<file path="src/rtl/bg_tile_fetcher_if.sv">
// Background tile fetcher bus: request handshake, VRAM read port, tile output handshake.
interface bg_tile_fetcher_if;
  logic        req_valid;
  logic        req_ready;
  logic [15:0] nametable_ptr;
  logic [2:0]  pattern_table_offset;
  logic [7:0]  ppu_ctrl1;
  logic [15:0] vram_addr;
  logic        vram_rd_req;
  logic        vram_rd_ack;
  logic [7:0]  vram_rd_data;
  logic        tile_valid;
  logic        tile_ready;
  logic [7:0]  tile_pattern_lo;
  logic [7:0]  tile_pattern_hi;
  logic [1:0]  tile_palette;

  modport master (
    input  req_valid, nametable_ptr, pattern_table_offset, ppu_ctrl1,
    input  vram_rd_ack, vram_rd_data, tile_ready,
    output req_ready, vram_addr, vram_rd_req,
    output tile_valid, tile_pattern_lo, tile_pattern_hi, tile_palette
  );

  modport slave (
    output req_valid, nametable_ptr, pattern_table_offset, ppu_ctrl1,
    output vram_rd_ack, vram_rd_data, tile_ready,
    input  req_ready, vram_addr, vram_rd_req,
    input  tile_valid, tile_pattern_lo, tile_pattern_hi, tile_palette
  );
endinterface

</file>
<file path="src/rtl/bg_tile_fetcher.sv">
// Background tile fetcher: for one accepted request, reads nametable, attribute,
// and both pattern planes from VRAM, then presents the tile on a valid/ready output.
module bg_tile_fetcher (
  input  logic           clk,
  input  logic           rst,
  bg_tile_fetcher_if.master bus
);

  typedef enum logic [2:0] {
    IDLE,
    FETCH_NT,
    FETCH_AT,
    FETCH_PLO,
    FETCH_PHI,
    WAIT_OUT
  } state_t;

  state_t      state, next_state;

  logic [15:0] ptr_q;
  logic [2:0]  fine_q;
  logic        ctrl4_q;
  logic [7:0]  nt_q;
  logic [7:0]  at_q;
  logic [7:0]  lo_q;
  logic [7:0]  hi_q;

  logic        load_out;
  logic [7:0]  out_hi;
  logic [1:0]  pal_sel;
  logic        accept;

  logic        unused_ctrl_bits;
  assign unused_ctrl_bits = ^{bus.ppu_ctrl1[7:5], bus.ppu_ctrl1[3:0]};

  assign accept = bus.req_valid && bus.req_ready;

  // Plane-1 byte comes straight off the bus on a direct load, from the holding latch when parked
  assign out_hi = (state == FETCH_PHI) ? bus.vram_rd_data : hi_q;

  // Quadrant select within the attribute byte: {coarse_y[1], coarse_x[1]}
  always_comb begin
    unique case ({ptr_q[6], ptr_q[1]})
      2'b00:   pal_sel = at_q[1:0];
      2'b01:   pal_sel = at_q[3:2];
      2'b10:   pal_sel = at_q[5:4];
      default: pal_sel = at_q[7:6];
    endcase
  end

  // State register
  always_ff @(posedge clk) begin
    if (rst) state <= IDLE;
    else     state <= next_state;
  end

  // Next-state, VRAM request/address and output-load decode
  always_comb begin
    next_state      = state;
    bus.req_ready   = 1'b0;
    bus.vram_rd_req = 1'b0;
    bus.vram_addr   = '0;
    load_out        = 1'b0;
    unique case (state)
      IDLE: begin
        bus.req_ready = 1'b1;
        if (bus.req_valid) next_state = FETCH_NT;
      end
      FETCH_NT: begin
        bus.vram_rd_req = 1'b1;
        bus.vram_addr   = ptr_q;
        if (bus.vram_rd_ack) next_state = FETCH_AT;
      end
      FETCH_AT: begin
        bus.vram_rd_req = 1'b1;
        bus.vram_addr   = 16'h23C0 | (ptr_q & 16'h0C00) |
                          ((ptr_q >> 4) & 16'h0038) | ((ptr_q >> 2) & 16'h0007);
        if (bus.vram_rd_ack) next_state = FETCH_PLO;
      end
      FETCH_PLO: begin
        bus.vram_rd_req = 1'b1;
        bus.vram_addr   = {3'b000, ctrl4_q, nt_q, 1'b0, fine_q};
        if (bus.vram_rd_ack) next_state = FETCH_PHI;
      end
      FETCH_PHI: begin
        bus.vram_rd_req = 1'b1;
        bus.vram_addr   = {3'b000, ctrl4_q, nt_q, 1'b1, fine_q};
        if (bus.vram_rd_ack) begin
          if (!bus.tile_valid || bus.tile_ready) begin
            load_out   = 1'b1;
            next_state = IDLE;
          end else begin
            next_state = WAIT_OUT;
          end
        end
      end
      WAIT_OUT: begin
        if (bus.tile_ready) begin
          load_out   = 1'b1;
          next_state = IDLE;
        end
      end
      default: next_state = IDLE;
    endcase
  end

  // Request latches and per-read data capture
  always_ff @(posedge clk) begin
    if (rst) begin
      ptr_q   <= '0;
      fine_q  <= '0;
      ctrl4_q <= 1'b0;
      nt_q    <= '0;
      at_q    <= '0;
      lo_q    <= '0;
      hi_q    <= '0;
    end else begin
      if (accept) begin
        ptr_q   <= bus.nametable_ptr;
        fine_q  <= bus.pattern_table_offset;
        ctrl4_q <= bus.ppu_ctrl1[4];
      end
      if (bus.vram_rd_ack) begin
        unique case (state)
          FETCH_NT:  nt_q <= bus.vram_rd_data;
          FETCH_AT:  at_q <= bus.vram_rd_data;
          FETCH_PLO: lo_q <= bus.vram_rd_data;
          FETCH_PHI: hi_q <= bus.vram_rd_data;
          default:   ;
        endcase
      end
    end
  end

  // Tile output registers and valid flag
  always_ff @(posedge clk) begin
    if (rst) begin
      bus.tile_valid      <= 1'b0;
      bus.tile_pattern_lo <= '0;
      bus.tile_pattern_hi <= '0;
      bus.tile_palette    <= '0;
    end else begin
      if (load_out) begin
        bus.tile_valid      <= 1'b1;
        bus.tile_pattern_lo <= lo_q;
        bus.tile_pattern_hi <= out_hi;
        bus.tile_palette    <= pal_sel;
      end else if (bus.tile_ready) begin
        bus.tile_valid <= 1'b0;
      end
    end
  end

endmodule

</file>
<file path="src/flat_wrapper.sv">
// flat-port wrapper written by rule: the top's interface ports become plain ports
module bg_tile_fetcher_flat 
  (clk, rst, bus_req_valid, bus_nametable_ptr, bus_pattern_table_offset, bus_ppu_ctrl1, bus_vram_rd_ack, bus_vram_rd_data, bus_tile_ready, bus_req_ready, bus_vram_addr, bus_vram_rd_req, bus_tile_valid, bus_tile_pattern_lo, bus_tile_pattern_hi, bus_tile_palette);
  bg_tile_fetcher_if bus_i ();
  input  logic clk;
  input  logic rst;
  input wire logic [$bits(bus_i.req_valid)-1:0] bus_req_valid;
  input wire logic [$bits(bus_i.nametable_ptr)-1:0] bus_nametable_ptr;
  input wire logic [$bits(bus_i.pattern_table_offset)-1:0] bus_pattern_table_offset;
  input wire logic [$bits(bus_i.ppu_ctrl1)-1:0] bus_ppu_ctrl1;
  input wire logic [$bits(bus_i.vram_rd_ack)-1:0] bus_vram_rd_ack;
  input wire logic [$bits(bus_i.vram_rd_data)-1:0] bus_vram_rd_data;
  input wire logic [$bits(bus_i.tile_ready)-1:0] bus_tile_ready;
  output wire logic [$bits(bus_i.req_ready)-1:0] bus_req_ready;
  output wire logic [$bits(bus_i.vram_addr)-1:0] bus_vram_addr;
  output wire logic [$bits(bus_i.vram_rd_req)-1:0] bus_vram_rd_req;
  output wire logic [$bits(bus_i.tile_valid)-1:0] bus_tile_valid;
  output wire logic [$bits(bus_i.tile_pattern_lo)-1:0] bus_tile_pattern_lo;
  output wire logic [$bits(bus_i.tile_pattern_hi)-1:0] bus_tile_pattern_hi;
  output wire logic [$bits(bus_i.tile_palette)-1:0] bus_tile_palette;
  assign bus_i.req_valid = bus_req_valid;
  assign bus_i.nametable_ptr = bus_nametable_ptr;
  assign bus_i.pattern_table_offset = bus_pattern_table_offset;
  assign bus_i.ppu_ctrl1 = bus_ppu_ctrl1;
  assign bus_i.vram_rd_ack = bus_vram_rd_ack;
  assign bus_i.vram_rd_data = bus_vram_rd_data;
  assign bus_i.tile_ready = bus_tile_ready;
  assign bus_req_ready = bus_i.req_ready;
  assign bus_vram_addr = bus_i.vram_addr;
  assign bus_vram_rd_req = bus_i.vram_rd_req;
  assign bus_tile_valid = bus_i.tile_valid;
  assign bus_tile_pattern_lo = bus_i.tile_pattern_lo;
  assign bus_tile_pattern_hi = bus_i.tile_pattern_hi;
  assign bus_tile_palette = bus_i.tile_palette;
  bg_tile_fetcher u_core (.clk(clk), .rst(rst), .bus(bus_i));
endmodule
</file>
<file path="config.mk">
export PLATFORM = sky130hd
export DESIGN_NAME = bg_tile_fetcher_flat
export DESIGN_NICKNAME = d
export VERILOG_FILES = /design/src/rtl/bg_tile_fetcher_if.sv /design/src/rtl/bg_tile_fetcher.sv /design/src/flat_wrapper.sv
export SDC_FILE = /design/constraint.sdc
export NUM_CORES = 1
export LEC_CHECK = 0
export CAP_MARGIN = 20
export CORE_AREA = 2 2 86 88
export DETAILED_ROUTE_END_ITERATION = 7
export DIE_AREA = 0 0 88 90
export GPL_TIMING_DRIVEN = 0
export PLACE_DENSITY = 0.73
export SLEW_MARGIN = 0
export SYNTH_ARGS = -nofsm -noshare
export SYNTH_HDL_FRONTEND = slang
export SYNTH_SLANG_ARGS = --single-unit
</file>
<file path="constraint.sdc">
create_clock -name clk -period 1.8 [get_ports clk]
set_input_delay 0.36 -clock clk [delete_from_list [all_inputs] [get_ports clk]]
set_output_delay 0.36 -clock clk [all_outputs]
set_load 0.03 [all_outputs]
</file>
---- Yosys cells after proc, flatten, opt, wreduce, memory -nomap -nowiden ----
Cells that the tools add are included.
operators by class
  shift-type cells ........................ 0
  order comparisons ....................... 0
  multipliers ............................. 0
  bitwise logic cells ..................... 2
  $add $sub $neg .......................... 0
  mux-type cells .......................... 19
  div/mod/pow operators ................... 0
  reduce and logical (&&, ||, !) cells .... 11
  equality and inequality tests ........... 13
operators with widths
  kind                  count
  $pmux W16 S4          1
  $mux W3               7
  $pmux W3 S6           1
  $or A16 B3 Y16        1
  $or A14 B6 Y14        1
  $ne A2 B2 Y1 const B  6
  $mux W8               1
  $mux W1               7
  $eq A3 B2 Y1 const B  2
  $eq A3 B3 Y1 const B  2
  $pmux W2 S3           1
  $reduce_and A2 Y1     3
  $reduce_and A6 Y1     1
  $reduce_or A4 Y1      1
  $eq A3 B1 Y1 const B  1
  $logic_not A3 Y1      1
  $eq A2 B1 Y1 const B  1
  $eq A2 B2 Y1 const B  1
  $logic_not A2 Y1      1
  $pmux W1 S2           1
  $reduce_bool A2 Y1    1
  $logic_and A1 B1 Y1   1
  $logic_not A1 Y1      1
  $logic_or A1 B1 Y1    1
word-level totals
  input bits .............................. 40
  bits in registers ....................... 74
  memories ................................ 0
  latch bits .............................. 0
  memory bits (writable) .................. 0
  output and inout port bits .............. 37
  memory bits (read-only) ................. 0

---- Longest topological paths before layout ----
  depth after elaboration ................. 6
  gate-level depth with buffers ........... 6
  mapped depth without buffers ............ 4

---- Worst setup path after synthesis ----
OpenSTA, ideal clock, no wires.
  path type ............................... reg-to-output
  start point ............................. register u_core.state[1]
  end point ............................... output bus_vram_addr[1]
  cell stages (with the launch flop) ...... 6
  data arrival time ....................... 1.439 ns
  data required time ...................... 1.440 ns
  buffers on the path ..................... 2
  path slack .............................. 0.001 ns
  cells stage by stage .................... dfxtp_1 > buf_2 > and2b_1 > buf_2 > a22oi_1 > o2bb2ai_1
on the way
  word-level cells in the longest chain between the ends .. 2
  elaborated cells between the ends (all ways) .. 5
RTL lines
  element                                     line                   text
  start: declaration                          bg_tile_fetcher.sv:18  state_t state, next_state;
  start signal: assignment                    bg_tile_fetcher.sv:54  else state <= next_state;
  $eq A3 B3 Y1, or another cell as far along  bg_tile_fetcher.sv:64  unique case (state)
  $pmux W16 S4 (*)                            bg_tile_fetcher.sv:64
  end: declaration                            flat_wrapper.sv:15     output wire logic [$bits(bus_i.vram_addr)-1:0] bus_vram_addr;
Mark *: on every way between the ends. The rest lies on a longest branch, timed or not.

---- Final worst setup path ----
  start point ............................. register u_core.state[1]
  end point ............................... output bus_vram_addr[4]
Same word-level chain as after synthesis.

==> results_tabular.tex <==
\begin{tabular}{lr}
\hline
Metric & Value \\
\hline
\multicolumn{2}{l}{\textbf{Synthesis}} \\
\quad Post-synth net total & 425 \\
\quad Synthesis-stage register bit count & 74 \\
\quad Top cells by area, synth & sky130\_fd\_sc\_hd\_\_dfxtp\_1 48\%, sky130\_fd\_sc\_hd\_\_nand2\_1 15\%, sky130\_fd\_sc\_hd\_\_a21oi\_1 10\%, sky130\_fd\_sc\_hd\_\_mux2i\_1 2.9\%, sky130\_fd\_sc\_hd\_\_o2bb2ai\_1 2.5\% \\
\quad Async S/R FF share, synth & 0 \\
\quad Synthesized instance count & 385 \\
\quad Primary flip-flop cell chosen by synthesis mapping & sky130\_fd\_sc\_hd\_\_dfxtp\_1 \\
\quad Post-synth EDFFs & 0 \\
\quad Area share of the leading cell type in the synthesized netlist & 0.479 \\
\quad Library cell with the highest instance count after synthesis & sky130\_fd\_sc\_hd\_\_nand2\_1 \\
\quad Synthesized area & 0.00309 mm2 \\
\quad Mean area per synthesized cell & 8.03 um2 \\
\quad Number of distinct library cell variants in the gate-level netlist after synthesis & 36 \\
\quad Post-synth top area cell & sky130\_fd\_sc\_hd\_\_dfxtp\_1 \\
\quad Number of synthesis warnings & 0 \\
\quad Sequential share of the synthesized area & 0.479 \\
\quad Post-synth top cells & 121 x sky130\_fd\_sc\_hd\_\_nand2\_1, 74 x sky130\_fd\_sc\_hd\_\_dfxtp\_1, 62 x sky130\_fd\_sc\_hd\_\_a21oi\_1 \\
\multicolumn{2}{l}{\textbf{Placement}} \\
\quad Area of placed instances & 0.00391 mm2 \\
\quad GPL Wtd Cong & 0.857 \\
\quad Number of instances in the placed design & 553 \\
\quad PortBufs & between 60 and 70 \\
\quad Pre-CTS worst setup slack & -0.655 ns \\
\quad Placed wire-length estimate after detailed placement & between 5000 and 6000 um \\
\multicolumn{2}{l}{\textbf{Setup path}} \\
\quad Slowest cell on the critical path & sky130\_fd\_sc\_hd\_\_dfxtp\_2 \\
\quad Dominant delay contributor by cell family on the critical path & buffers and inverters \\
\quad Launch instance of the worst register-to-register path & u\_core.state[1]\$\_SDFFE\_PP0P\_ \\
\quad Largest stage delay on the critical path & 0.33 ns \\
\quad Crit-path most repeated cell & sky130\_fd\_sc\_hd\_\_buf\_6 \\
\quad Startpoint type of the worst setup path & register \\
\quad Combined buffer and inverter count along the critical path & 3 \\
\quad CP cell instances & buf\_6 > and2b\_2 > buf\_6 > a22oi\_2 > o2bb2ai\_4 > buf\_6 \\
\quad Capture point of the worst reg-to-reg path & u\_core.state[0]\$\_SDFFE\_PP0P\_ \\
\quad FF-to-FF path depth & 7 \\
\quad Path type of the worst setup path & register to output port \\
\quad Setup crit end kind & output port \\
\quad Critical Path Stages & 6 \\
\quad Critical path data required time & 1.44 ns \\
\quad Arrival time reported for the critical path endpoint & 1.61 ns \\
\quad Maximum fanout encountered on the critical timing path & 6 \\
\quad Setup slack of the worst register-to-register path & 0.08 ns \\
\multicolumn{2}{l}{\textbf{Status}} \\
\quad Failing checks & negative setup slack \\
\quad Result of the run & finished, violations left \\
\multicolumn{2}{l}{\textbf{STA}} \\
\quad Worst clock skew & 0.00772 ns \\
\quad Final total negative setup slack & -2.08 ns \\
\quad Slew at the pin closest to its max-slew limit & about 0.56 ns \\
\quad Endpoints failing hold & 0 \\
\quad Final period utilization & 1.09 \\
\quad RSZ-0062 raised after global routing & true \\
\quad Post-route worst setup slack & -0.170 ns \\
\quad Final Hold Slack & 0.455 ns \\
\quad Slew margin rel. & 0.625 \\
\quad Maximum clock frequency & between 500 and 600 MHz \\
\quad Final count of pins violating max slew & 0 \\
\quad Shortest period the worst path allows & 1.97 ns \\
\quad Setup Viol. Count Final & 17 \\
\multicolumn{2}{l}{\textbf{Route}} \\
\quad Per-cell via count in the routed design & approximately 5.3 \\
\quad Count of unresolved DRC violations after routing & 0 \\
\quad Final wirelength & 9070 um \\
\quad Routed wirelength normalized by instance count & 15.6 um \\
\quad Number of vias in the routed layout & around 3.1k \\
\quad Initial drt markers & 209 \\
\quad Final antenna-violating net count & 0 \\
\quad Router iterations before antenna repair & 5 \\
\multicolumn{2}{l}{\textbf{Min path}} \\
\quad Hold Path Sink & u\_core.ptr\_q[11]\$\_SDFFE\_PP0P\_ \\
\quad Hold path startpoint & u\_core.ptr\_q[11]\$\_SDFFE\_PP0P\_ \\
\quad WHS Path Cells & 2 \\
\quad Hold WC Path Type & register to register \\
\multicolumn{2}{l}{\textbf{Power}} \\
\quad Overall power of the completed layout & 5.52 mW \\
\quad Power per cell area & 1220 mW/mm2 \\
\quad Leakage & $\sim$1.6 nW \\
\quad Worst voltage drop across the vdd grid & 0.000807 V \\
\multicolumn{2}{l}{\textbf{CTS}} \\
\quad Maximum root-to-sink buffer count & 2 \\
\quad Clk pin slew, worst setup/hold paths & approximately 0.080 ns \\
\quad Clock latency at the later pin of the worst-skew pair & about 0.35 ns \\
\quad Sink Count & 74 \\
\quad Number of levels in the clock H-tree & 3 \\
\quad Clock buffer count from CTS & 9 \\
\quad TritonCTS clock tree & built \\
\quad Library cell used as clock root buffer & sky130\_fd\_sc\_hd\_\_clkbuf\_8 \\
\quad Hold-fix buffers at CTS & 0 \\
\multicolumn{2}{l}{\textbf{Job}} \\
\quad Reported max-cap violation count & 0 \\
\multicolumn{2}{l}{\textbf{Die}} \\
\quad Row count & 31 \\
\quad Area of the die & roughly 0.008 mm2 \\
\quad Number of placed I/O pins & just under 80 \\
\quad Area inside the core boundary & $\sim$0.0070 mm2 \\
\quad Die W & 88 um \\
\quad Initial standard-cell utilization of the core & 0.440 \\
\quad Die span in y & 90 um \\
\multicolumn{2}{l}{\textbf{Layout}} \\
\quad Final std cells w/o fill & 583 \\
\quad Area Overhead vs Synth & 45.8\% \\
\quad Antenna cell count & 0 \\
\quad Share of cells above drive strength 1 & 0.200 \\
\quad Post-Route Utilization & 0.642 \\
\quad Number of nets in the finished design & 519 \\
\quad Design Area, Final & 0.00451 mm2 \\
\multicolumn{2}{l}{\textbf{Global routing}} \\
\quad Overall overflow remaining after global route & 0 \\
\quad Pin count of the biggest net entering global routing & 13 \\
\quad Wire length of the first global-routing pass & 14200 um \\
\quad Antenna violations before repair & 0 \\
\quad Global router's overall resource usage & 0.231 \\
\quad Vias in the first global route & 2955 \\
\hline
\end{tabular}
[cell type report]
type | instances | area (um2)
timing repair buffer | 83 | 810
inverter | 2 | 10.0
buffer | 29 | 219
clock inverter | 4 | 72.6
multi-input combinational | 280 | 1620
tap | 99 | 124
clock buffer | 12 | 165
sequential | 74 | 1490
fill | 612 | 2510
[power breakdown]
part | internal, mW | switching, mW
Combinational | 0.923 | 1.17
Clock | 0.892 | 0.609
Sequential | 1.79 | 0.134
Total | 3.60 | 1.91
[layer usage]
| layer | part of all wire | track usage |
|---|---|---|
| met1 | 0.44 | 0.295 |
| met2 | 0.49 | 0.372 |
| met3 | 0.053 | 0.0386 |
| met4 | 0.021 | 0.112 |
| met5 | 0 | 0 |
[how the worst max path moves through the flow]
stage	startpoint	endpoint	slack (ns)
after floorplan	u_core.state[1]$_SDFFE_PP0P_	bus_vram_addr[1]	0.0006
after global placement	u_core.state[1]$_SDFFE_PP0P_	bus_vram_addr[7]	-0.63
after detailed placement	u_core.state[1]$_SDFFE_PP0P_	bus_vram_addr[8]	-0.66
after CTS	u_core.state[1]$_SDFFE_PP0P_	bus_vram_addr[4]	-0.15
after global routing	u_core.state[1]$_SDFFE_PP0P_	bus_vram_addr[11]	-0.23
final	u_core.state[1]$_SDFFE_PP0P_	bus_vram_addr[4]	-0.17
[cell families after synthesis]
kind of cell / count (synthesis) / synth area share
AOI/OAI and AO/OA: 97 / 0.195
buffers and inverters: 31 / 0.0473
and+or+nand+nor: 170 / 0.229
DFF: 74 / 0.479
xor gates and xnor gates: 2 / 0.00567
muxes: 11 / 0.0437
[layout by cell type, fill, tap and decap left out, drive strengths merged, types with 3 or more instances in the layout]
cell type      count
o21ai              4
clkbuf            25
nand2            121
buf               48
mux2i              9
and2               3
a311oi             8
nor2              20
clkdlybuf4s50     50
dfxtp             74
a21oi             62
o2bb2ai            9
nand3             11
a22oi              6
and3               4
[worst reg2reg max path, stage by stage (launching register included)]
cell                       delay, ns
sky130_fd_sc_hd__dfxtp_2        0.33
sky130_fd_sc_hd__buf_6          0.13
sky130_fd_sc_hd__buf_4          0.12
sky130_fd_sc_hd__buf_4          0.13
sky130_fd_sc_hd__or4_1          0.50
sky130_fd_sc_hd__o31ai_1        0.14
sky130_fd_sc_hd__nand4b_1       0.18
sky130_fd_sc_hd__o21ai_1        0.07
[state kept, by name, summed over array words and instances (netlist names)]
signal                      count
u_core.bus.tile_pattern_hi      8
u_core.fine_q                   3
u_core.bus.tile_palette         2
u_core.ctrl4_q                  1
u_core.hi_q                     8
u_core.lo_q                     8
u_core.bus.tile_valid           1
u_core.at_q                     8
u_core.state                    3
u_core.nt_q                     8
u_core.ptr_q                   16
u_core.bus.tile_pattern_lo      8
[repair_timing]
action | CTS | global route
cloned | 2 | 0
setup buffers | 9 | 3
pin swaps | 12 | 2
resized for setup | 175 | 14
setup endpoints to repair | 18 | 20
Note: power is estimated with default switching activity, not from simulation.
